**src/rtl/rr_arbiter_pkg.sv**
```systemverilog
// Shared definitions for the round-robin arbiter: default sizing, FSM encoding, mask helper.
// Latency: n/a (types, constants and a pure function only).
// Backpressure: n/a.
`ifndef LEN
`define LEN 4
`endif

package rr_arbiter_pkg;

    // Requester-index width; override at compile time with +define+LEN=<n>
    localparam int LEN_DEFAULT = `LEN;
    localparam int OPT_DEFAULT = 2**LEN_DEFAULT;

    typedef enum logic {
        IDLE = 1'b0,
        BUSY = 1'b1
    } state_t;

    // A requester is in the first-priority window when its index is at or above the pointer
    function automatic logic mask_bit(input int idx, input int ptr);
        return idx >= ptr;
    endfunction

endpackage

```
**src/rtl/rr_arbiter_if.sv**
```systemverilog
// Request/grant bundle between requesters (master side) and the arbiter (slave side).
// Latency: n/a (wires only).
// Backpressure: a grant is held until the owner pulses ACK or drops its REQ bit.
interface rr_arbiter_if #(
    parameter int LEN = rr_arbiter_pkg::LEN_DEFAULT
);
    localparam int OPT = 2**LEN;

    logic [OPT-1:0] REQ;
    logic           ACK;
    logic [OPT-1:0] GNT;
    logic [LEN-1:0] GID;
    logic           VLD;

    modport master (output REQ, ACK, input GNT, GID, VLD);
    modport slave  (input REQ, ACK, output GNT, GID, VLD);
endinterface

```
**src/rtl/rr_arbiter_penc_lsb.sv**
```systemverilog
// Lowest-index priority encoder: Y is the index of the lowest set bit of X, V flags any bit set.
// Latency: purely combinational.
// Backpressure: none.
module penc_lsb #(
    parameter int LEN = 4
) (
    input  logic [2**LEN-1:0] X,
    output logic [LEN-1:0]    Y,
    output logic              V
);

    // Scan from the top down so the lowest set bit is the last one written
    always_comb begin
        Y = '0;
        V = 1'b0;
        for (int i = 2**LEN - 1; i >= 0; i--) begin
            if (X[i]) begin
                Y = i[LEN-1:0];
                V = 1'b1;
            end
        end
    end

endmodule

```
**src/rtl/rr_arbiter.sv**
```systemverilog
// Round-robin arbiter: one registered one-hot grant, held until ACK or the owner drops REQ.
// Latency: grant 1 cycle after REQ; on release the next owner is granted the following cycle, no bubble.
// Backpressure: no preemption; other requesters wait until the current owner releases.
module rr_arbiter
    import rr_arbiter_pkg::*;
#(
    parameter int LEN = LEN_DEFAULT
) (
    input  logic         clk,
    input  logic         rst,
    rr_arbiter_if.slave  bus
);

    localparam int OPT = 2**LEN;

    state_t         state_q, state_d;
    logic [LEN-1:0] ptr_q, ptr_d;
    logic [LEN-1:0] gid_q, gid_d;
    logic [OPT-1:0] gnt_q, gnt_d;
    logic           vld_q, vld_d;

    logic           rel;
    logic [LEN-1:0] arb_ptr;
    logic [OPT-1:0] mask;
    logic [OPT-1:0] req_masked;
    logic [LEN-1:0] y_masked, y_raw, win;
    logic           v_masked, v_raw;

    // Release when the owner acknowledges or withdraws; arbitration then sees the advanced pointer
    always_comb begin
        rel     = (state_q == BUSY) && (bus.ACK || !bus.REQ[gid_q]);
        arb_ptr = rel ? gid_q + LEN'(1) : ptr_q;
    end

    // First-priority window: indices at or above the arbitration pointer
    always_comb begin
        mask = '0;
        for (int i = 0; i < OPT; i++) begin
            mask[i] = mask_bit(i, int'(arb_ptr));
        end
        req_masked = bus.REQ & mask;
    end

    penc_lsb #(.LEN(LEN)) u_penc_masked (
        .X (req_masked),
        .Y (y_masked),
        .V (v_masked)
    );

    penc_lsb #(.LEN(LEN)) u_penc_raw (
        .X (bus.REQ),
        .Y (y_raw),
        .V (v_raw)
    );

    // Prefer the windowed winner; fall back to the lowest raw request when the window is empty
    always_comb win = v_masked ? y_masked : y_raw;

    // Next-state: grant from IDLE, hold in BUSY, hand over or go idle on release
    always_comb begin
        state_d = state_q;
        ptr_d   = ptr_q;
        gid_d   = gid_q;
        gnt_d   = gnt_q;
        vld_d   = vld_q;
        case (state_q)
            IDLE: begin
                if (v_raw) begin
                    state_d = BUSY;
                    gid_d   = win;
                    gnt_d   = OPT'(1) << win;
                    vld_d   = 1'b1;
                end
            end
            BUSY: begin
                if (rel) begin
                    ptr_d = arb_ptr;
                    if (v_raw) begin
                        gid_d = win;
                        gnt_d = OPT'(1) << win;
                    end else begin
                        state_d = IDLE;
                        gnt_d   = '0;
                        vld_d   = 1'b0;
                    end
                end
            end
        endcase
    end

    // State, pointer and registered outputs; rst wins over everything including an active grant
    always_ff @(posedge clk) begin
        if (rst) begin
            state_q <= IDLE;
            ptr_q   <= '0;
            gid_q   <= '0;
            gnt_q   <= '0;
            vld_q   <= 1'b0;
        end else begin
            state_q <= state_d;
            ptr_q   <= ptr_d;
            gid_q   <= gid_d;
            gnt_q   <= gnt_d;
            vld_q   <= vld_d;
        end
    end

    assign bus.GNT = gnt_q;
    assign bus.GID = gid_q;
    assign bus.VLD = vld_q;

endmodule

```
**src/flat_wrapper.sv**
```systemverilog
// flat-port wrapper written by rule: the top's interface ports become plain ports
module rr_arbiter_flat import rr_arbiter_pkg::*;
#(
    parameter int LEN = LEN_DEFAULT
)
  (clk, rst, bus_REQ, bus_ACK, bus_GNT, bus_GID, bus_VLD);
  rr_arbiter_if #(.LEN(LEN)) bus_i ();
  input  logic clk;
  input  logic rst;
  input wire logic [$bits(bus_i.REQ)-1:0] bus_REQ;
  input wire logic [$bits(bus_i.ACK)-1:0] bus_ACK;
  output wire logic [$bits(bus_i.GNT)-1:0] bus_GNT;
  output wire logic [$bits(bus_i.GID)-1:0] bus_GID;
  output wire logic [$bits(bus_i.VLD)-1:0] bus_VLD;
  assign bus_i.REQ = bus_REQ;
  assign bus_i.ACK = bus_ACK;
  assign bus_GNT = bus_i.GNT;
  assign bus_GID = bus_i.GID;
  assign bus_VLD = bus_i.VLD;
  rr_arbiter #(.LEN(LEN)) u_core (.clk(clk), .rst(rst), .bus(bus_i));
endmodule
```
**config.mk**
```make
export PLATFORM = sky130hd
export DESIGN_NAME = rr_arbiter_flat
export DESIGN_NICKNAME = d
export VERILOG_FILES = /design/src/rtl/rr_arbiter_pkg.sv /design/src/rtl/rr_arbiter_if.sv /design/src/rtl/rr_arbiter_penc_lsb.sv /design/src/rtl/rr_arbiter.sv /design/src/flat_wrapper.sv
export SDC_FILE = /design/constraint.sdc
export NUM_CORES = 1
export LEC_CHECK = 0
export ABC_AREA = 1
export CAP_MARGIN = 15
export CORE_UTILIZATION = 40
export CTS_CLUSTER_DIAMETER = 50
export DETAILED_ROUTE_END_ITERATION = 12
export SETUP_SLACK_MARGIN = 0.1
export SYNTH_ARGS = -nofsm -noshare
export SYNTH_HDL_FRONTEND = slang
export SYNTH_SLANG_ARGS = --single-unit
```
**constraint.sdc**
```tcl
create_clock -name clk -period 3 [get_ports clk]
set_input_delay 0.3 -clock clk [delete_from_list [all_inputs] [get_ports clk]]
set_output_delay 0.3 -clock clk [all_outputs]
set_load 0.005 [all_outputs]
```
-- Word level (Yosys, flattened, before mapping)
Index checks and enable logic that the tools add are counted.
- div/mod/pow operators: 0
- add/sub/neg operators: 1
- multipliers: 0
- muxes and demuxes: 82
- bitwise operators: 2
- shifts and indexed selects: 1
- order comparisons: 16
- eq/ne operators: 3
- reductions and logical operators: 6
- operators with widths (operator ; count):
    4-bit two-way mux ; 36
    16-bit two-way mux ; 3
    1-bit two-way mux ; 38
    16-bit case mux with 2 select lines ; 1
    4-bit >= comparator, first input constant ; 7
    16-bit AND ; 1
    3-bit by 4-bit >= comparator with 1-bit output, first input constant ; 4
    1-bit by 4-bit << shifter with 16-bit output, first input constant ; 1
    1-bit by 4-bit >= comparator with 1-bit output, first input constant ; 2
    2-bit by 4-bit >= comparator with 1-bit output, first input constant ; 2
    4-bit case mux with 2 select lines ; 1
    2-bit inequality test, second input constant ; 3
    4-bit by 5-bit less-than comparator with 1-bit output, second input constant ; 1
    4-bit by 1-bit adder with 4-bit output, second input constant ; 1
    1-bit binary-select mux with 4-bit select ; 1
    1-bit case mux with 2 select lines ; 2
    2-bit AND reduction ; 2
    3-bit AND reduction ; 1
    1-bit logical AND ; 1
    1-bit zero test ; 1
    1-bit logical OR ; 1
    1-bit inverter ; 1
- output and inout bits: 21
- memories kept: 0
- flip-flop bits (word level): 26
- memory bits (read-only): 0
- latch bits: 0
- RAM bits: 0

-- Depth between registers and ports, before layout
Gate-level depths: netlist (run 1).
- depth in word-level cells: 29
- gate-level depth with buffers: 30
- depth with buffers taken out: 30

-- By module
From an unflattened synthesis (run 1), not the netlist that was laid out.
- cells, all modules: 346
- area total of the unflattened synthesis: 2030.7 um^2
- by module, submodules not included (module ; cells each ; times used ; sequential area each (um^2) ; area each (um^2)):
    rr_arbiter ; 248 ; 1 ; 520.5 ; 1612.8
    penc_lsb ; 49 ; 2 ; 0.0 ; 209.0

-- Least setup slack after synthesis (run 1)
Ideal clock, no wire load.
- path type: register to register
- from: reg u_core.gid_q[0] (netlist: u_core.bus.GID[0])
- to: reg u_core.gnt_q[10] (netlist: u_core.bus.GNT[10])
- slack: 0.426 ns
- stages on the path, launching flop included: 25
- data arrival time: 2.447 ns
- buffers on the path: 1
- path through: dfxtp_1 > buf_4 > nand2_1 > nand3_1 > nand3_1 > nand3_1 > nand2_2 > nand2_4 > nand2_4 > nand2_2 > nand2_4 > inv_6 > nand2_4 > o21ai_1 > nand2_1 > nor2_2 > nand2_2 > nor2_4 > nand2_1 > nand2_2 > inv_1 > nand4_1 > nor2_1 > nor2_1 > nor2_1
- longest elaborated chain between the ends: 28
- elaborated cells on any way between the ends: 61
- classes of those cells: add/sub: 1; order compare: 15; eq/ne: 1; shift: 1; mux: 38; bitwise: 1; reduce/logical: 4
- ends and longest elaborated chain (element ; RTL line ; RTL):
    start: declaration ; rr_arbiter.sv:18 ; logic [LEN-1:0] gid_q, gid_d;
    start signal: assignment ; rr_arbiter.sv:102 ; gid_q <= gid_d;
    1-bit binary-select mux with 4-bit select ; rr_arbiter.sv:31 ; rel = (state_q == BUSY) && (bus.ACK || !bus.REQ[gid_q]);
    1-bit two-way mux (implied by the code) ; rr_arbiter.sv:31 ;
    1-bit zero test ; rr_arbiter.sv:31 ;
    1-bit logical OR ; rr_arbiter.sv:31 ;
    1-bit logical AND ; rr_arbiter.sv:31 ;
    4-bit two-way mux ; rr_arbiter.sv:32 ; arb_ptr = rel ? gid_q + LEN'(1) : ptr_q;
    4-bit >= comparator ; rr_arbiter_pkg.sv:21 ; return idx >= ptr;
    16-bit AND ; rr_arbiter.sv:41 ; req_masked = bus.REQ & mask;
    4-bit two-way mux / 1-bit two-way mux (equally long branches) (15 in series) ; rr_arbiter_penc_lsb.sv:17 ; if (X[i]) begin
    4-bit two-way mux ; rr_arbiter.sv:57 ; always_comb win = v_masked ? y_masked : y_raw;
    1-bit by 4-bit << shifter with 16-bit output ; rr_arbiter.sv:71, rr_arbiter.sv:80 ;
    16-bit two-way mux ; rr_arbiter.sv:78 ; if (v_raw) begin
    16-bit two-way mux ; rr_arbiter.sv:76 ; if (rel) begin
    16-bit case mux with 2 select lines ; rr_arbiter.sv:66 ; case (state_q)
    end signal: assignment ; rr_arbiter.sv:103 ; gnt_q <= gnt_d;
    end: declaration ; rr_arbiter.sv:19 ; logic [OPT-1:0] gnt_q, gnt_d;
Several ways; a longest one is shown, not always the timed one. The select of a mux whose other input is x is not followed.
A chain may end at the register's enable or synchronous reset.

-- Worst setup path in the final report (run 1)
- from: reg u_core.gid_q[0] (netlist: u_core.bus.GID[0])
- to: reg u_core.gnt_q[8] (netlist: u_core.bus.GNT[8])
Same word-level chain as after synthesis.

==> results.txt, run 1 <==
Worst Hold Depth - 2
final setup fails - 0
actual slew at the worst max-slew pin - 0.938 ns
Critical Path Max Stage Delay - 0.40 ns
Clk pwr share - 0.095
r2r worst-path depth - 22
Synth top cells by count - nand2_1 (64), nor2_1 (56), inv_1 (49)
status - finished, final reports clean
Vias/cell - 5.05
max-cap violations - 0
Placer Congestion - 0.868
CTS max path bufs - 2
most common cell in the netlist - nand2_1
Hold Crit Start - u_core.bus.GNT[11]
# hold bufs at CTS - 0
WP data required - 3.13 ns
layout cells sized above 1 - 0.412
final WL - 6410 µm
maximum vdd drop - 324 µV
worst r2r src - u_core.bus.GID[0]
Seq/Total Area, Yosys - 0.268
post-route cell area - 3300 µm²
via count - 2462
Distinct cells, synth - 34
dominant cells by area after synthesis - dfxtp_1 (27%), nand2_1 (12%), nor2_1 (11%)
CTS tree - done
Setup WS post-layout - 0.0357 ns
wire length per cell after detailed routing - 13.1 µm
worst-path cell chain - buf_6 > nand2_2 > nand3_2 > nand3_2 > nand3_2 > nand2_2 > nand2_4 > nand2_8 > nand2_2 > nand2_4 > buf_4 > o211ai_2 > nand2_1 > nor2_2 > nand2_2 > nor2_4 > nand3_2 > a21boi_4 > nand4_1 > nor2_1 > nor2_1 > nor2_1
Slew HR - 0.373
clock sinks - 26
Die W - 71.7 µm
switching power - 922 µW
first-pass GRT wire length - 9690 µm
largest net degree at the start of global routing - 27
Yosys Warn Count - 0
I/O pin total - 40
initial antenna violation count - 0
htree depth - 1
top_reg_cell synth - dfxtp_1
DP HPWL - 4490 µm
dpl cells - 451
Avg Cell Area, Syn - 6.18 µm²
GRT overflow - 0
RSZ-0062 raised after global routing - true
Setup crit start kind - register
placed cell area - 2740 µm²
Post-Synthesis Cell Area - 1950 µm²
clock period minus worst slack - 2.96 ns
core footprint - 4690 µm²
vias in the first global route - 2184
Mapped Nets - 335
drt initial violations - 72
Hold Fails Final Rpt - 0
worst-path fanout max - 5
DR DRC count - 0
final worst-path cycle share - 0.988
crit path DAT - 3.10 ns
area share of the largest cell type after synthesis - 0.268
reg2reg setup slack - 0.04 ns
port buffer count - 39
gr usage total - 0.238
Comb pwr share - 0.688
Layout Skew - 0.00692 ns
pre-CTS setup slack - -0.231 ns
Sw Ratio - 0.451
Critical Path Sink Type - register
count of state elements after synthesis - 26
Final Power - 2.04 mW
Hold WC Path Type - register to register
Fmax - 337 MHz
Slowest-stage cell, CP - dfxtp_4
count of flip-flops with a built-in enable after synthesis - 0
post-synth top area cell - dfxtp_1
Sequential Power Share - 0.217
Detail Route Antenna Nets - 0
Layout area overhead - 69.4%
WHS Endpoint - u_core.bus.GNT[11]
Pleak - 1.60 nW
internal power - 1.12 mW
cells after synthesis - 315
Worst-Skew Late Latency - 0.27 ns
Setup CP Type - register to register
Fin Hold WS - 0.467 ns
FF-to-FF End - u_core.bus.GNT[8]
Cell Pwr Density - 620 nW/µm²
Pins Over Slew Limit - 0
n_diodes - 0
delay-heaviest family, CP - simple AND/OR/NAND/NOR gates
crit path buf inv count - 2
CTS Buf Count - 3
Reg clk slew, reported paths - 0.09 ns
row count - 25
DRT Pass-1 Iters - 4
Nets - 456
Initial Util - 0.415
Die Y - 71.7 µm
DIE AREA - 5150 µm²
Post-Layout Cell Count - 488
fillers - 405
root buf cell - clkbuf_8
fraction of registers with async set/reset - 0
[what timing repair did]
action / 4_1_cts / 5_1_grt
endpoints found under the hold margin: 0 / 0
pin swaps: 14 / 42
setup endpoints to repair: 17 / 20
cloned: 2 / 0
gates resized for setup: 31 / 64
buffers inserted: 20 / 12
[layout by cell type, fill, tap and decap left out, types with 12 or more instances in the layout]
master and n:
buf_4 75, nor2_1 53, nand2_1 49, inv_1 38, dfxtp_1 24, clkdlybuf4s50_1 23
nand2_2 22, nand3_2 22, inv_2 16, a21oi_1 14, nand4_1 12
[flip-flops by register name, indices dropped and copies added (netlist names)]
name,flops
u_core.bus.GNT,16
u_core.ptr_q,4
u_core.bus.VLD,1
u_core.bus.GID,4
u_core.state_q,1
[stage by stage]
stage	utilization	TNS, ns
floorplan	-	0
global placement	0.583	-3.17
detailed placement	0.583	-3.69
CTS	0.634	0
global route	0.702	-2.07
finish	0.702	0
[logic make-up (layout without fill, tap and decap cells)]
group,count (synthesis),in the layout,share of synthesized area
buf+inv,62,180,0.125
simple gates,188,189,0.471
flops,26,26,0.268
xor+xnor,2,2,0.00900
compound gates,36,36,0.120
fa+ha+maj,1,1,0.00643
[worst min-delay path, stage by stage, from the launching register on]
cell and delay [ns]:
dfxtp_1 0.32, nand2_1 0.06, a21oi_1 0.05
[routing by layer]
layer | vias up | wire length, µm | GRT usage
li1 | 1240 | - | -
met2 | 75 | 3130 | 0.392
met5 | - | 0 | 0
met4 | 0 | 99 | 0.0632
met1 | 1135 | 2870 | 0.330
met3 | 12 | 312 | 0.0267
[layout make-up]
cell class	count	area, µm²	share of cell area
clock buffer	3	41.3	0.0125
inverter	58	235	0.0714
multi-input combinational	228	1410	0.429
sequential	26	526	0.159
tap	54	67.6	0.0205
timing repair buffer	119	1010	0.307
[how the worst max path moves through the flow]
stage / startpoint / to / slack (ns) / depth (start not counted)
floorplan: u_core.bus.GID[0] / u_core.bus.GNT[10] / 0.43 / 24
global placement: bus_REQ[0] / u_core.bus.GNT[12] / -0.21 / 22
detailed placement: bus_REQ[5] / u_core.bus.GNT[2] / -0.23 / 26
CTS: u_core.bus.GID[0] / u_core.bus.GNT[12] / 0.10 / 22
global route: u_core.bus.GID[0] / u_core.bus.GNT[8] / -0.20 / 29
finish: u_core.bus.GID[0] / u_core.bus.GNT[8] / 0.04 / 22
[power groups by stage]
stage                     clock network (mW)  registers [mW]  logic (mW)
after floorplan                            0           0.445       0.652
after CTS                              0.198           0.435        1.15
final                                  0.194           0.442        1.41
after global routing                   0.211           0.449        1.53
after detailed placement                   0           0.441        1.06
after global placement                     0           0.439        1.05
(Power assumes the default switching activity.)
==> inputs of run 2 (changes only) <==
CTS_CLUSTER_SIZE = 16   (was unset)
==> results of run 2 <==
Final layout, timing and power as in run 1 (identical DEF).
==> inputs of run 3 (changes only) <==
PLACE_DENSITY_LB_ADDON = 0.3   (was unset)
==> run 3 against run 2 <==
Net effect:
- via count down 2.9%
- maximum frequency down 1.6%
- non-clock buffer count down 13
- die area unchanged
- clock skew about the same
- the flow now finishes with violations (negative setup slack)
- sequential power about the same
- critical endpoint is now u_core.bus.GNT[6]
- register-to-register slack worse by 0.05 ns
==> results.txt, run 3 (same netlist as run 1, synthesis figures left out) <==
gr usage total - 0.231 (-0.00667)
Slew HR - 0.375 (+0.00272)
RSZ-0062 raised after global routing - true
final setup fails - 2 (+2)
via count - 2390 (-2.9%)
root buf cell - clkbuf_8
CTS Buf Count - 3 (unchanged)
Layout area overhead - 64.5%
switching power - 918 µW (-0.45%)
Sw Ratio - 0.431 (-0.0197)
Pleak - 1.57 nW (-1.5%)
Fmax - 332 MHz (-1.6%)
max-cap violations - 0 (unchanged)
multi-input logic area - 1370 µm² (-3.3%)
core footprint - 4690 µm² (unchanged)
Pins Over Slew Limit - 0 (unchanged)
Fin Hold WS - 0.466 ns (-0.000810 ns)
first-pass GRT wire length - 9360 µm (-3.4%)
DIE AREA - 5150 µm² (unchanged)
dpl cells - 451 (unchanged)
most common cell after layout, fill and taps aside - buf_4
crit path DAT - 3.20 ns (+0.10 ns)
Die Y - 71.7 µm (unchanged)
Setup WS post-layout - -0.0122 ns (-0.0479 ns)
fillers - 403 (-0.49%)
Layout Skew - 0.00676 ns (-0.000160 ns)
initial antenna violation count - 0 (unchanged)
fin util - 0.682 (-0.0203)
Worst-Skew Late Latency - 0.27 ns (about the same)
Placer Congestion - 0.897 (+3.4%)
n_diodes - 0 (unchanged)
Detail Route Antenna Nets - 0 (unchanged)
maximum vdd drop - 296 µV (-8.5%)
Final Power - 2.13 mW (+4.1%)
Setup crit start kind - input pin
Nets - 442 (-3.1%)
largest net degree at the start of global routing - 27 (unchanged)
htree depth - 1 (unchanged)
port buffer count - 39 (unchanged)
post-route cell area - 3200 µm² (-2.9%)
final WL - 6150 µm (-4.1%)
Setup CP Type - input pin to register
Clk pwr share - 0.135 (+0.040)
CTS max path bufs - 2 (unchanged)
Vias/cell - 5.03 (-0.27%)
actual slew at the worst max-slew pin - 0.934 ns (-0.00408 ns)
setup TNS - -0.0221 ns (-0.0221 ns)
clock sinks - 26 (unchanged)
worst-path fanout max - 5 (unchanged)
GRT overflow - 0 (unchanged)
failing checks - negative setup slack
vias in the first global route - 2193 (+0.41%)
DP HPWL - 4300 µm (-4.4%)
register area - 526 µm² (unchanged)
wire length per cell after detailed routing - 12.9 µm (-1.5%)
Cell Pwr Density - 665 nW/µm² (+7.2%)
Hold WC Path Type - register to register
placed cell area - 2740 µm² (unchanged)
status - finished, violations left
DR DRC count - 0 (unchanged)
Comb pwr share - 0.655 (-0.033)
commonest non-fill, non-tap cells in the layout - buf_4 (65), nand2_1 (55), nor2_1 (52), inv_1 (39)
CTS tree - done
Reg clk slew, reported paths - 0.09 ns (about the same)
drt initial violations - 89 (+24%)
I/O pin total - 40 (unchanged)
final worst-path cycle share - 1.00 (+0.0160)
Sequential Power Share - 0.209 (-0.008)
WP data required - 3.19 ns (+0.06 ns)
pre-CTS setup slack - -0.244 ns (-0.0131 ns)
Hold Fails Final Rpt - 0 (unchanged)
max FFs per register - 16 (unchanged)
Critical Path Sink Type - register
clock period minus worst slack - 3.01 ns (+0.0479 ns)
internal power - 1.21 mW (+7.9%)
row count - 25 (unchanged)
Initial Util - 0.415 (unchanged)
DRT Pass-1 Iters - 4 (unchanged)
Die W - 71.7 µm (unchanged)
layout cells sized above 1 - 0.366 (-0.0466)
Post-Layout Cell Count - 475 (-2.7%)
==> run 3: routing by layer <==
metal / GRT usage / routed length (µm) / vias to the layer above
li1: - / - / 1211
met1: 0.294 / 2770 / 1110
met2: 0.394 / 3100 / 59
met3: 0.0366 / 190 / 10
met4: 0.0850 / 92 / 0
met5: 0 / 0 / -
==> run 3: what timing repair did <==
item	in CTS	in global routing
cloned	0	1
buffers inserted	10	9
hold buffers	0	0
setup endpoints to repair	9	20
resized for setup	18	60
pin swaps	16	26
==> run 3: path summary, 6_finish.rpt <==
kind	start	endpoint	slack, ns	cells after the start
max	bus_REQ[4]	u_core.bus.GNT[6]	-0.01	26
min	u_core.bus.GNT[15]	u_core.bus.GNT[15]	0.47	2
max reg2reg	u_core.bus.GID[0]	u_core.bus.GNT[7]	-0.01	22
min reg2reg	u_core.bus.GNT[15]	u_core.bus.GNT[15]	0.47	2
==> run 3: layout make-up <==
cell class,count,share of cell area
Sequential cell,26,0.164
Inverter,58,0.0735
Clock inverter,1,0.00938
Tap cell,54,0.0211
Timing Repair Buffer,106,0.292
Multi-Input combinational cell,227,0.427
Clock buffer,3,0.0129
==> run 3: critical path, cell delays in order <==
cell,delay [ns]
clkdlybuf4s50_1,0.49
inv_2,0.06
nand2_1,0.08
nand3_1,0.08
nand3_1,0.09
nand3_2,0.07
nand2_2,0.09
nand2_4,0.10
nand2_8,0.10
nand2_4,0.06
nand2_4,0.11
inv_2,0.07
nor2_4,0.18
buf_4,0.15
nand3_2,0.08
inv_2,0.10
nor3_4,0.05
nand2_2,0.09
nor2_4,0.06
nor3_4,0.16
nand2_1,0.09
nand2_2,0.10
nand4_1,0.16
nor2_1,0.15
nor2_1,0.05
nor2_1,0.08
==> run 3: power by group through the flow <==
stage | Sequential, mW | Clock, mW | Combinational, mW
floorplan | 0.445 | 0 | 0.652
global placement | 0.439 | 0 | 1.04
detailed placement | 0.440 | 0 | 1.06
CTS | 0.435 | 0.295 | 1.16
global route | 0.451 | 0.307 | 1.51
finish | 0.445 | 0.288 | 1.39
